`src/rtl/mfm_byte_assembler.sv`:
```
// MFM byte assembler: strips clock bits after a sync edge and packs data bits MSB-first into bytes.
// Latency: byte valid one clock after the phase-15 strobe; a full output register drops new bytes (OVERRUN).
// Optional MFM_SYNC_REALIGN_EN: a sync edge mid-record realigns the bit phase and drops the partial byte.
module mfm_byte_assembler #(
    parameter int COUNT_WIDTH = 16
) (
    input  logic                   CLK_PLL32MHZ,
    input  logic                   RESET_N,
    input  logic                   START,
    input  logic                   ABORT,
    input  logic [COUNT_WIDTH-1:0] BYTE_COUNT,
    input  logic                   BIT_VALID,
    input  logic                   BIT_IN,
    input  logic                   SYNC_WORD_DETECTED,
    output logic [7:0]             BYTE_OUT,
    output logic                   BYTE_VALID,
    input  logic                   BYTE_READY,
    output logic                   BUSY,
    output logic                   DONE,
    output logic                   OVERRUN,
    output logic [COUNT_WIDTH-1:0] BYTES_DONE
);

    typedef enum logic [1:0] {
        ST_IDLE,
        ST_WAIT_SYNC,
        ST_ASSEMBLE,
        ST_DONE
    } state_t;

    state_t                 state_q, state_d;
    logic                   sync_d_q;
    logic [3:0]             phase_q, phase_d;
    logic [6:0]             shift_q, shift_d;
    logic [7:0]             byte_out_q, byte_out_d;
    logic                   byte_valid_q, byte_valid_d;
    logic                   done_q, done_d;
    logic                   overrun_q, overrun_d;
    logic [COUNT_WIDTH-1:0] bytes_done_q, bytes_done_d;

    logic                   sync_edge;
    logic                   realign;
    logic [COUNT_WIDTH-1:0] bytes_done_inc;

    assign sync_edge      = SYNC_WORD_DETECTED && !sync_d_q;
    assign bytes_done_inc = bytes_done_q + COUNT_WIDTH'(1);

`ifdef MFM_SYNC_REALIGN_EN
    assign realign = sync_edge;
`else
    assign realign = 1'b0;
`endif

    always_comb begin
        state_d      = state_q;
        phase_d      = phase_q;
        shift_d      = shift_q;
        byte_out_d   = byte_out_q;
        byte_valid_d = byte_valid_q;
        done_d       = done_q;
        overrun_d    = overrun_q;
        bytes_done_d = bytes_done_q;

        if (byte_valid_q && BYTE_READY) begin
            byte_valid_d = 1'b0;
        end

        if (ABORT) begin
            state_d      = ST_IDLE;
            byte_valid_d = 1'b0;
        end else begin
            unique case (state_q)
                ST_IDLE, ST_DONE: begin
                    if (START) begin
                        state_d      = ST_WAIT_SYNC;
                        done_d       = 1'b0;
                        overrun_d    = 1'b0;
                        bytes_done_d = '0;
                        phase_d      = 4'd0;
                        shift_d      = 7'd0;
                    end
                end
                // A strobe coincident with the sync edge is the mark's last bit and is dropped.
                ST_WAIT_SYNC: begin
                    if (sync_edge) begin
                        state_d = ST_ASSEMBLE;
                        phase_d = 4'd0;
                    end
                end
                ST_ASSEMBLE: begin
                    if (realign) begin
                        phase_d = 4'd0;
                        shift_d = 7'd0;
                    end else if (BIT_VALID) begin
                        phase_d = phase_q + 4'd1;
                        if (phase_q[0]) begin
                            shift_d = {shift_q[5:0], BIT_IN};
                        end
                        if (phase_q == 4'd15) begin
                            bytes_done_d = bytes_done_inc;
                            // Transfer in this cycle frees the register, so load still succeeds.
                            if (!byte_valid_q || BYTE_READY) begin
                                byte_out_d   = {shift_q, BIT_IN};
                                byte_valid_d = 1'b1;
                            end else begin
                                overrun_d = 1'b1;
                            end
                            if ((BYTE_COUNT != '0) && (bytes_done_inc == BYTE_COUNT)) begin
                                state_d = ST_DONE;
                                done_d  = 1'b1;
                            end
                        end
                    end
                end
            endcase
        end
    end

    always_ff @(posedge CLK_PLL32MHZ) begin
        if (!RESET_N) begin
            state_q      <= ST_IDLE;
            sync_d_q     <= 1'b0;
            phase_q      <= 4'd0;
            shift_q      <= 7'd0;
            byte_out_q   <= 8'h00;
            byte_valid_q <= 1'b0;
            done_q       <= 1'b0;
            overrun_q    <= 1'b0;
            bytes_done_q <= '0;
        end else begin
            state_q      <= state_d;
            sync_d_q     <= SYNC_WORD_DETECTED;
            phase_q      <= phase_d;
            shift_q      <= shift_d;
            byte_out_q   <= byte_out_d;
            byte_valid_q <= byte_valid_d;
            done_q       <= done_d;
            overrun_q    <= overrun_d;
            bytes_done_q <= bytes_done_d;
        end
    end

    assign BYTE_OUT   = byte_out_q;
    assign BYTE_VALID = byte_valid_q;
    assign BUSY       = (state_q == ST_WAIT_SYNC) || (state_q == ST_ASSEMBLE);
    assign DONE       = done_q;
    assign OVERRUN    = overrun_q;
    assign BYTES_DONE = bytes_done_q;

endmodule

```
`config.mk`:
```
export PLATFORM = sky130hd
export DESIGN_NAME = mfm_byte_assembler
export DESIGN_NICKNAME = d
export VERILOG_FILES = /design/src/rtl/mfm_byte_assembler.sv
export SDC_FILE = /design/constraint.sdc
export NUM_CORES = 1
export LEC_CHECK = 0
export ABC_AREA = 1
export ABC_CLOCK_PERIOD_IN_PS = 2100
export CORE_UTILIZATION = 46
export DETAILED_ROUTE_END_ITERATION = 16
export HOLD_SLACK_MARGIN = 0.1
export PLACE_DENSITY = 0.85
export REMOVE_ABC_BUFFERS = 1
export SYNTH_ARGS = -nofsm -noshare
export SYNTH_HDL_FRONTEND = slang
export SYNTH_SLANG_ARGS = --single-unit
```
`constraint.sdc`:
```
create_clock -name CLK_PLL32MHZ -period 2.1 [get_ports CLK_PLL32MHZ]
set_clock_uncertainty 0.1 [all_clocks]
set_input_delay 0.315 -clock CLK_PLL32MHZ [delete_from_list [all_inputs] [get_ports CLK_PLL32MHZ]]
set_output_delay 0.315 -clock CLK_PLL32MHZ [all_outputs]
set_load 0.02 [all_outputs]
```
==> results.md <==
- Class of the worst hold path: reg -> reg
- Final period utilization: 0.9908
- Hold Worst Slack: 0.3667 ns
- Worst-path clk slew: 0.09 ns
- Slew Viols, Final: 0
- Max Cap Viol: 0
- Tot Pwr: 1.703 mW
- Clk root buf: clkbuf_8
- Final Critical Period: 2.081 ns
- Clock sink total: 41
- Port bufs: 51
- Post-synth cell types: 30
- Initial Util: 0.4848
- Final setup vio count: 0
- Synthesized instance count: 388
- Worst EP required: 2.19 ns
- TritonCTS clock tree: done
- Setup TNS: 0 ns
- Crit end category: flip-flop
- All-Layer GR Usage: 0.2413
- Critical path origin: BYTES_DONE[1]
- Worst-case reg-to-reg path depth: 12
- Synthesized flop and latch total: 41
- Placeable Area: 5172 um2
- Reg area: 833.3 um2
- Placed cell count: 520
- Reg-to-reg endpoint: state_q[0]
- Clk Latency, worst-skew pair: 0.29 ns
- # DRC: 0
- Least-Margin Pin Slew: 0.4522 ns
- DR vias/cell: 5.262
- YS warnings: 0
- Die area: 5750 um2
- TritonCTS buffer count: 5
- Via count: 2815
- CP Max Fanout: 6
- Chip height: 75.83 um
- Nets@finish: 493
- RePlAce Congestion: 0.8872
- CP startpoint kind: flip-flop
- Status: completed
- Hpwl dp: 4970 um
- F_max: 480.6 MHz
- First-pass GRT wire length: 10660 um
- Share of cells above drive strength 1: 0.2086
- Routed Antenna Nets: 0
- Fin util: 0.6792
- Place WS: -0.02292 ns
- Multiplexer area fraction after synthesis: 0
- Largest family of logic cells by synthesized area: simple AND/OR/NAND/NOR gates
- Area of the mapped netlist: 2507 um2
- IR drop worst, VDD: 0.3520 mV
- Final wirelength: 7081 um
- IO Count: 52
- Antenna fix cells: 0
- Leakage: 1.379 nW
- Std-Cell Rows: 26
- DP Area: 3194 um2
- Design area: 3513 um2
- R2R setup slack: 0.02 ns
- Die Wd: 75.83 um
- Number of H-tree levels: 2
- Area delta synth->final: 40.12%
- Relative slew margins: 0.6981
- Pin count of the biggest net entering global routing: 25
- Hold wc startpoint: shift_q[6]
- Arrival @ worst endpoint: 2.17 ns
- PwrDens: 484.8 nW/um2
- Mapped Avg Cell Area: 6.462 um2
- RSZ-0062 raised after global routing: yes
- Area of the multi-input gates: 1594 um2
- Crit path kind: reg -> reg
- Adder-cell share of the synthesized area: 0.02495
- Fillers: 420
- Complex-gate fraction of the synthesized area: 0.09581
- Seq/Total Area, Yosys: 0.3273
- GRT overflow: 0
- Simple-Gate Fraction of Synth Area: 0.4316
- Final hold vios: 0
- WL per Instance: 13.24 um
- Initial antenna violation count: 0
- Vias in the first global route: 2548
- Synth Area in XOR/XNOR: 0.02844
- Initial DRC count: 207
- DRT Pass-1 Iters: 4
- Capture point of the worst path: state_q[0]
- Final Instance Count excl. Fillers: 535
- Worst r2r src: BYTES_DONE[1]
- Final WS setup: 0.01929 ns
- CTS Buffer Depth: 2
-- cell usage after synthesis, drive strengths merged --
cell / count / area share
nand2: 108 / 0.17
nor2: 63 / 0.12
inv: 51 / 0.076
nand3: 47 / 0.10
dfxtp: 41 / 0.33
a21oi: 28 / 0.056
o21ai: 10 / 0.020
nor3: 8 / 0.016
nand4: 6 / 0.017
ha: 5 / 0.025
buf: 4 / 0.012
xor2: 3 / 0.010
a31oi: 2 / 0.0050
clkbuf: 2 / 0.0030
nand3b: 2 / 0.0060
xnor3: 2 / 0.018
a211oi: 1 / 0.0030
a22oi: 1 / 0.0030
a32oi: 1 / 0.0035
nor4: 1 / 0.0025
o21a: 1 / 0.0030
o22ai: 1 / 0.0025
-- placed cells by master, fill, tap and decap left out, types with 3 or more instances in the layout --
cell / instances
a21oi_1: 25
a21oi_2: 3
buf_4: 21
buf_6: 3
clkbuf_8: 7
clkdlybuf4s50_1: 50
dfxtp_1: 31
dfxtp_2: 10
ha_1: 3
inv_1: 41
inv_2: 9
nand2_1: 95
nand2_2: 11
nand3_1: 38
nand3_2: 8
nand4_1: 5
nor2_1: 48
nor2_2: 5
nor2_4: 10
nor3_1: 7
o21ai_0: 9
xor2_1: 3
-- report_power, final --
| group | switching (mW) | internal, mW | leakage (nW) | total, mW |
|---|---|---|---|---|
| clock network | 0.273 | 0.297 | 0.0542 | 0.570 |
| logic | 0.183 | 0.154 | 0.989 | 0.337 |
| registers | 0.00803 | 0.788 | 0.336 | 0.796 |
| total | 0.464 | 1.24 | 1.38 | 1.70 |
-- sequential cells by signal, summed over array words and instances, names as in the netlist --
register and cells:
sync_d_q 1, state_q 2, BYTES_DONE 16, OVERRUN 1, shift_q 7, BYTE_VALID 1, DONE 1, phase_q 4
BYTE_OUT 8
-- critical path: stages, from the launching register on --
cell	delay, ns
dfxtp_2	0.36
ha_4	0.17
nand2_4	0.07
nor2_4	0.22
nand3_1	0.18
xnor3_1	0.25
nand2_1	0.07
nor2_2	0.14
nand3_2	0.12
nand2_4	0.11
nand3_2	0.07
nand2_1	0.07
nor2_1	0.04
-- worst min-delay path by stage --
stage	slack [ns]	cells past startpoint	endpoint
global route	0.41	1	DONE
detailed placement	0.36	2	shift_q[6]
finish	0.37	2	shift_q[6]
global placement	0.35	1	DONE
floorplan	0.29	1	BYTE_VALID
CTS	0.37	2	shift_q[6]
-- area by class of cell --
type	count	share of cell area
clock buffers	7	0.02742
clock inverters	1	0.001425
inverters	51	0.05591
multi-input cells	290	0.4537
flip-flops and latches	41	0.2372
well taps	70	0.02493
repair buffers	75	0.1994
-- metal layers --
metal / vias up / track usage / wire length (um)
met1: 1297 / 0.2842 / 2975
met3: 15 / 0.04497 / 325
met2: 99 / 0.4326 / 3629
met5: - / 0 / 0
li1: 1404 / - / -
met4: 0 / 0.09053 / 150
-- cell families after synthesis --
group                    after synthesis
XOR/XNOR                               5
AND/OR/NAND/NOR                      235
buffers and inverters                 57
flip-flops                            41
AO/OA/AOI/OAI                         45
adder cells (fa/ha/maj)                5
-- repair_timing --
| action | in CTS | in global routing |
|---|---|---|
| hold buffers | 0 | 0 |
| resized for setup | 1 | 47 |
| endpoints found under the setup margin | 1 | 26 |
| pin swaps | 0 | 18 |
| hold endpoints to repair | 0 | 0 |
| buffers inserted | 0 | 7 |
(Power assumes the default switching activity.)
